<file path="src/rtl/fakeram_init_pkg.sv">
// Shared widths and the response entry layout for the fakeram 256x64 initiator.
// The entry pairs the RAM word with a flag recording whether the access was a write.
package fakeram_init_pkg;

    localparam int FAKERAM_BITS       = 64;
    localparam int FAKERAM_WORD_DEPTH = 256;
    localparam int FAKERAM_ADDR_WIDTH = 8;
    localparam int FAKERAM_RSP_DEPTH  = 4;

    typedef struct packed {
        logic [FAKERAM_BITS-1:0] rdata;
        logic                    was_write;
    } rsp_entry_t;

    function automatic int count_width(input int depth);
        return $clog2(depth + 1);
    endfunction

endpackage

</file>
<file path="src/rtl/fakeram_rsp_fifo.sv">
// Synchronous response FIFO with occupancy count; pointers wrap modulo DEPTH.
// The head is registered storage only, so a push becomes visible one cycle later.
module fakeram_rsp_fifo
    import fakeram_init_pkg::*;
#(
    parameter  int WIDTH = $bits(rsp_entry_t),
    parameter  int DEPTH = FAKERAM_RSP_DEPTH,
    localparam int PW    = (DEPTH > 1) ? $clog2(DEPTH) : 1,
    localparam int CW    = count_width(DEPTH)
) (
    input  logic             i_clk,
    input  logic             i_reset,
    input  logic             i_push,
    input  logic [WIDTH-1:0] i_push_data,
    input  logic             i_pop,
    output logic [WIDTH-1:0] o_head,
    output logic             o_valid,
    output logic [CW-1:0]    o_count
);

    logic [WIDTH-1:0] r_mem [DEPTH];
    logic [PW-1:0]    r_wr_ptr;
    logic [PW-1:0]    r_rd_ptr;
    logic [CW-1:0]    r_count;
    logic             w_do_push;
    logic             w_do_pop;

    function automatic logic [PW-1:0] next_ptr(input logic [PW-1:0] ptr);
        return (ptr == PW'(DEPTH - 1)) ? '0 : ptr + 1'b1;
    endfunction

    assign w_do_push = i_push && (r_count != CW'(DEPTH));
    assign w_do_pop  = i_pop && (r_count != '0);

    always_ff @(posedge i_clk) begin
        if (i_reset) begin
            r_wr_ptr <= '0;
            r_rd_ptr <= '0;
            r_count  <= '0;
            for (int i = 0; i < DEPTH; i++) begin
                r_mem[i] <= '0;
            end
        end else begin
            if (w_do_push) begin
                r_mem[r_wr_ptr] <= i_push_data;
                r_wr_ptr        <= next_ptr(r_wr_ptr);
            end
            if (w_do_pop) begin
                r_rd_ptr <= next_ptr(r_rd_ptr);
            end
            if (w_do_push && !w_do_pop) begin
                r_count <= r_count + 1'b1;
            end else if (w_do_pop && !w_do_push) begin
                r_count <= r_count - 1'b1;
            end
        end
    end

    // Empty FIFO presents zeros rather than stale storage.
    assign o_valid = (r_count != '0);
    assign o_head  = o_valid ? r_mem[r_rd_ptr] : '0;
    assign o_count = r_count;

endmodule

</file>
<file path="src/rtl/fakeram_256x64_initiator.sv">
// Request-side controller for the 256x64 fakeram: accept -> issue -> capture -> response FIFO.
// Credits cover the FIFO plus both pipeline stages, so a capture push can never overflow.
module fakeram_256x64_initiator
    import fakeram_init_pkg::*;
#(
    parameter int BITS       = FAKERAM_BITS,
    parameter int WORD_DEPTH = FAKERAM_WORD_DEPTH,
    parameter int ADDR_WIDTH = $clog2(WORD_DEPTH),
    parameter int RSP_DEPTH  = FAKERAM_RSP_DEPTH
) (
    input  logic                  i_clk,
    input  logic                  i_reset,
    input  logic                  i_req_valid,
    output logic                  o_req_ready,
    input  logic                  i_req_we,
    input  logic [ADDR_WIDTH-1:0] i_req_addr,
    input  logic [BITS-1:0]       i_req_wdata,
    output logic                  o_rsp_valid,
    input  logic                  i_rsp_ready,
    output logic [BITS-1:0]       o_rsp_rdata,
    output logic                  o_rsp_was_write,
    output logic                  o_ram_ce,
    output logic                  o_ram_we,
    output logic [ADDR_WIDTH-1:0] o_ram_addr,
    output logic [BITS-1:0]       o_ram_wd,
    input  logic [BITS-1:0]       i_ram_rd,
    output logic                  o_busy
);

    localparam int CW = count_width(RSP_DEPTH);

    logic                  r_i_valid;
    logic                  r_i_we;
    logic [ADDR_WIDTH-1:0] r_i_addr;
    logic [BITS-1:0]       r_i_wd;
    logic                  r_c_valid;
    logic                  r_c_we;

    logic                  w_accept;
    logic [CW:0]           w_used;
    logic [CW-1:0]         w_fifo_count;
    logic                  w_fifo_valid;
    logic                  w_pop;
    rsp_entry_t            w_push_entry;
    rsp_entry_t            w_head;

    // Credit check uses registered state only; reset gating keeps ready low in the reset cycle.
    assign w_used      = (CW+1)'(w_fifo_count) + (CW+1)'(r_i_valid) + (CW+1)'(r_c_valid);
    assign o_req_ready = ~i_reset & (w_used < (CW+1)'(RSP_DEPTH));
    assign w_accept    = i_req_valid & o_req_ready;

    always_ff @(posedge i_clk) begin
        if (i_reset) begin
            r_i_valid <= 1'b0;
            r_i_we    <= 1'b0;
            r_i_addr  <= '0;
            r_i_wd    <= '0;
            r_c_valid <= 1'b0;
            r_c_we    <= 1'b0;
        end else begin
            r_i_valid <= w_accept;
            r_i_we    <= w_accept & i_req_we;
            r_i_addr  <= w_accept ? i_req_addr : '0;
            r_i_wd    <= (w_accept && i_req_we) ? i_req_wdata : '0;
            r_c_valid <= r_i_valid;
            r_c_we    <= r_i_we;
        end
    end

    // Idle issue registers are cleared, so the RAM pins sit at known zeros.
    assign o_ram_ce   = r_i_valid;
    assign o_ram_we   = r_i_we;
    assign o_ram_addr = r_i_addr;
    assign o_ram_wd   = r_i_wd;

    assign w_push_entry.rdata     = i_ram_rd;
    assign w_push_entry.was_write = r_c_we;
    assign w_pop                  = w_fifo_valid & i_rsp_ready;

    fakeram_rsp_fifo #(
        .WIDTH ($bits(rsp_entry_t)),
        .DEPTH (RSP_DEPTH)
    ) u_rsp_fifo (
        .i_clk       (i_clk),
        .i_reset     (i_reset),
        .i_push      (r_c_valid),
        .i_push_data (w_push_entry),
        .i_pop       (w_pop),
        .o_head      (w_head),
        .o_valid     (w_fifo_valid),
        .o_count     (w_fifo_count)
    );

    assign o_rsp_valid     = w_fifo_valid;
    assign o_rsp_rdata     = w_head.rdata;
    assign o_rsp_was_write = w_head.was_write;
    assign o_busy          = r_i_valid | r_c_valid | (w_fifo_count != '0);

endmodule

</file>
<file path="config.mk">
export PLATFORM = sky130hd
export DESIGN_NAME = fakeram_256x64_initiator
export DESIGN_NICKNAME = d
export VERILOG_FILES = /design/src/rtl/fakeram_init_pkg.sv /design/src/rtl/fakeram_rsp_fifo.sv /design/src/rtl/fakeram_256x64_initiator.sv
export SDC_FILE = /design/constraint.sdc
export NUM_CORES = 1
export LEC_CHECK = 0
export CAP_MARGIN = 20
export CELL_PAD_IN_SITES_DETAIL_PLACEMENT = 0
export CELL_PAD_IN_SITES_GLOBAL_PLACEMENT = 1
export CORE_AREA = 2 2 195 197
export CTS_BUF_LIST = sky130_fd_sc_hd__clkbuf_2 sky130_fd_sc_hd__clkbuf_4 sky130_fd_sc_hd__clkbuf_8
export DETAILED_ROUTE_END_ITERATION = 8
export DIE_AREA = 0 0 197 199
export GPL_TIMING_DRIVEN = 0
export HOLD_SLACK_MARGIN = 0.02
export PLACE_DENSITY = 0.76
export SYNTH_ARGS = -nofsm -noshare
export SYNTH_HDL_FRONTEND = slang
export SYNTH_HIERARCHICAL = 1
export SYNTH_SLANG_ARGS = --single-unit
</file>
<file path="constraint.sdc">
create_clock -name i_clk -period 7.8 [get_ports i_clk]
set_input_delay 1.17 -clock i_clk [delete_from_list [all_inputs] [get_ports i_clk]]
set_output_delay 1.17 -clock i_clk [all_outputs]
set_load 0.005 [all_outputs]
</file>
==> impl_metrics.py <==
metrics = {
    "detailed_routing": {
        "first_iter_violations": 270,
        "top_layer": "met4",
        "drt-met1-wl_mm": 13.89,
        "drcViolationCount": 0,
        "viasPerCell": 4.868,
        "routed-wl-met3_mm": 3.258,
        "routed-wl-met2_mm": 18.49,
        "detail_route.wl_per_cell_um": 19.46,
        "drt-total-wl_mm": 36.48,
        "vias": 9128,
        "firstDrtPassIters": 5,
        "antenna_left": 0,
    },
    "worst_hold_path": {
        "hold_start": "o_ram_we",
        "hold_end": "r_c_we",
        "holdCritPathClass": "reg2reg",
        "whs_path_depth": 1,
    },
    "timing": {
        "rsz0062_at_grt": "false",
        "fmax_ghz": 0.2286,
        "skew_ns": 0.01320,
        "period_minus_slack_ns": 4.374,
        "hold_viol": 0,
        "fin_hold_ws_ns": 0.4731,
        "fin_crit_sh_pct": 56.07,
        "finalSetupTns_ns": 0,
        "setup_viol_count_final": 0,
        "relSlewSlack_pct": 51.34,
        "fin_ws_ns": 3.426,
        "tightest_slew_ns": 0.7299,
        "final-max-slew-violation-count": 0,
    },
    "synthesis": {
        "synth_seq_cells": 345,
        "postSynthNetCount": 1160,
        "yosysTopAreaCell": "edfxtp_1",
        "synthCells": 1014,
        "yosysWarnings": 6,
        "synth-seq-area-share_pct": 63.47,
        "synth_top_area_share_pct": 52.11,
        "post_synth.cell_area_avg_um2": 14.78,
        "ys_top_cells_by_area": "edfxtp_1, and2_1, dfxtp_1",
        "synth_area_mm2": 0.01498,
        "synth.distinct_cells": 33,
    },
    "status": {
        "status": "finished clean",
    },
    "finish": {
        "drive_above_1_share_pct": 19.77,
        "fillerInstances": 3133,
        "antenna_cells": 0,
        "final_util_pct": 52.91,
        "design_area_mm2": 0.01965,
        "layout.nets": 1508,
        "area_delta_synth_final_pct": 31.13,
    },
    "clock_tree": {
        "h-tree-depth": 2,
        "cts_made_buffers": 57,
        "hold_buffers": 0,
        "cts_num_sinks": 345,
        "cts_setup_buffers": 0,
        "cts_tree": "done",
        "postCtsResizedCells": 0,
        "clkTransAtPathRegs_ns": 0.05,
        "clockBufferDepth": 3,
        "cts_root_buf": "clkbuf_8",
        "clock_latency_ns": 0.61,
    },
    "worst_setup_path": {
        "startpoint": "u_rsp_fifo/o_count[1]",
        "ff2ff_setup_slack_ns": 4.78,
        "r2r_cells": 10,
        "cp.required_ns": 6.63,
        "worstSetupPathType": "reg2out",
        "r2r-start": "u_rsp_fifo/o_count[0]",
        "cp_max_fo": 10,
        "critPathCaptureType": "output pin",
        "crit_arrival_ns": 3.20,
        "startpoint_type": "flip-flop",
        "reg2reg_to": "u_rsp_fifo/o_count[2]",
    },
    "placed_design": {
        "io_buffers": 281,
        "dp_hpwl_mm": 24.53,
        "post-place-ws_ns": 3.708,
        "gp_congestion": 0.7524,
        "dpl_cell_area_mm2": 0.01859,
    },
    "floorplan": {
        "core_area_mm2": 0.03713,
        "ios": 283,
        "row_count": 71,
        "start_util_pct": 40.35,
        "dieArea_mm2": 0.03920,
        "die-height_um": 199,
        "die_x_um": 197,
    },
    "global_routing": {
        "grt_pass1_wl_mm": 55.75,
        "gr-usage-all-layers_pct": 19.06,
        "grt_antenna_before_repair": 0,
        "grt_max_degree": 41,
        "grt_overflow_total": 0,
        "grt_pass1_vias": 9953,
    },
    "power": {
        "power_density_mw_per_mm2": 221.0,
        "p_leak_uw": 0.007149,
        "ir_worst_vdd_mv": 0.1595,
    },
    "job": {
        "cap_violations": 0,
    },
}
-- logic make-up (layout without fill, tap and decap cells) --
group	after synthesis	in the layout	synth area share [%]
simple gates	417	417	16.39
flops	345	345	63.47
buf+inv	93	480	3.532
compound gates	84	84	6.054
mux	68	68	9.971
fa+ha+maj	5	5	0.4677
xor+xnor	2	2	0.1169
-- area by class of cell --
type	instances	area, µm²	share of cell area [%]
clock buffers	84	1006	5.120
plain buffers	81	484.2	2.464
clock inverters	14	55.05	0.2802
multi-input cells	576	4972	25.31
flip-flops and latches	345	9509	48.40
repair buffers	289	2983	15.18
inverters	12	45.04	0.2293
well taps	474	593.1	3.019
-- synth_stat cells --
| cell type | number |
|---|---|
| a21oi_1 | 4 |
| a21o_1 | 1 |
| nand2b_1 | 2 |
| buf_1 | 3 |
| xor2_1 | 2 |
| buf_2 | 30 |
| mux2i_1 | 3 |
| o21ai_0 | 2 |
| a31o_2 | 1 |
| ha_1 | 4 |
| nor3_2 | 1 |
| or2_1 | 2 |
| nand2_1 | 68 |
| buf_6 | 16 |
| nor2b_1 | 2 |
| nor3_1 | 2 |
| a211oi_1 | 16 |
| buf_4 | 6 |
| o31ai_1 | 2 |
| inv_1 | 12 |
| nor4_2 | 2 |
| nor3b_4 | 1 |
| or4_1 | 1 |
| mux4_2 | 65 |
| clkbuf_1 | 26 |
| or3_1 | 4 |
| edfxtp_1 | 260 |
| or3b_1 | 1 |
| and2_1 | 326 |
| dfxtp_1 | 85 |
| a211oi_2 | 58 |
| fa_1 | 1 |
| nor2_1 | 5 |
-- stage by stage --
stage | instances | total power (µW)
6_report | 1875 | 4342
5_1_grt | 1875 | 4535
4_1_cts | 1875 | 4410
3_5_place_dp | 1777 | 2899
3_3_place_gp | 1769 | 2890
2_1_floorplan | 1014 | 2486
-- layout by cell type, fill, tap and decap left out, types with 5 or more instances in the layout --
cell type / n
buf_6: 16
clkbuf_4: 24
a211oi_1: 16
buf_4: 6
a211oi_2: 58
mux4_2: 65
and2_1: 326
inv_1: 12
nor2_1: 5
clkbuf_8: 60
clkdlybuf4s50_1: 281
dfxtp_1: 85
edfxtp_1: 260
clkinv_1: 12
clkbuf_1: 26
nand2_1: 68
buf_2: 30
-- worst max-delay path, stage by stage (launching register included) --
cell and delay [ns]:
dfxtp_1 0.56, or3_1 0.21, clkbuf_1 0.56, clkbuf_1 0.46
and2_1 0.27, clkdlybuf4s50_1 0.52
-- state kept, by name, indices dropped and copies added, names as in the netlist, 2 cells and up, named ones only --
signal	cells
u_rsp_fifo/r_mem	260
o_ram_wd	64
o_ram_addr	8
u_rsp_fifo/o_count	3
u_rsp_fifo/r_rd_ptr	2
u_rsp_fifo/r_wr_ptr	2
-- per-layer routing --
metal / vias up / track usage (%)
met4: 0 / 6.461
li1: 4356 / -
met2: 304 / 34.04
met5: - / 0
met3: 62 / 6.612
met1: 4406 / 21.20
-- worst max-delay path by stage --
stage,to,slack (ns),cells past startpoint
6_report,o_rsp_rdata[50],3.43,5
3_5_place_dp,u_rsp_fifo/r_mem[0][29],3.71,6
2_1_floorplan,u_rsp_fifo/r_mem[1][0],1.77,2
3_3_place_gp,u_rsp_fifo/r_mem[1][41],-2.34,2
4_1_cts,o_rsp_rdata[50],3.29,5
5_1_grt,o_rsp_rdata[50],3.20,5
-- power by group --
| part | leakage [µW] | internal, µW | switching (µW) |
|---|---|---|---|
| sequential | 0.00338 | 2060 | 31.5 |
| clock | 0.000568 | 814 | 686 |
| combinational | 0.00320 | 393 | 360 |
(Power assumes the default switching activity.)
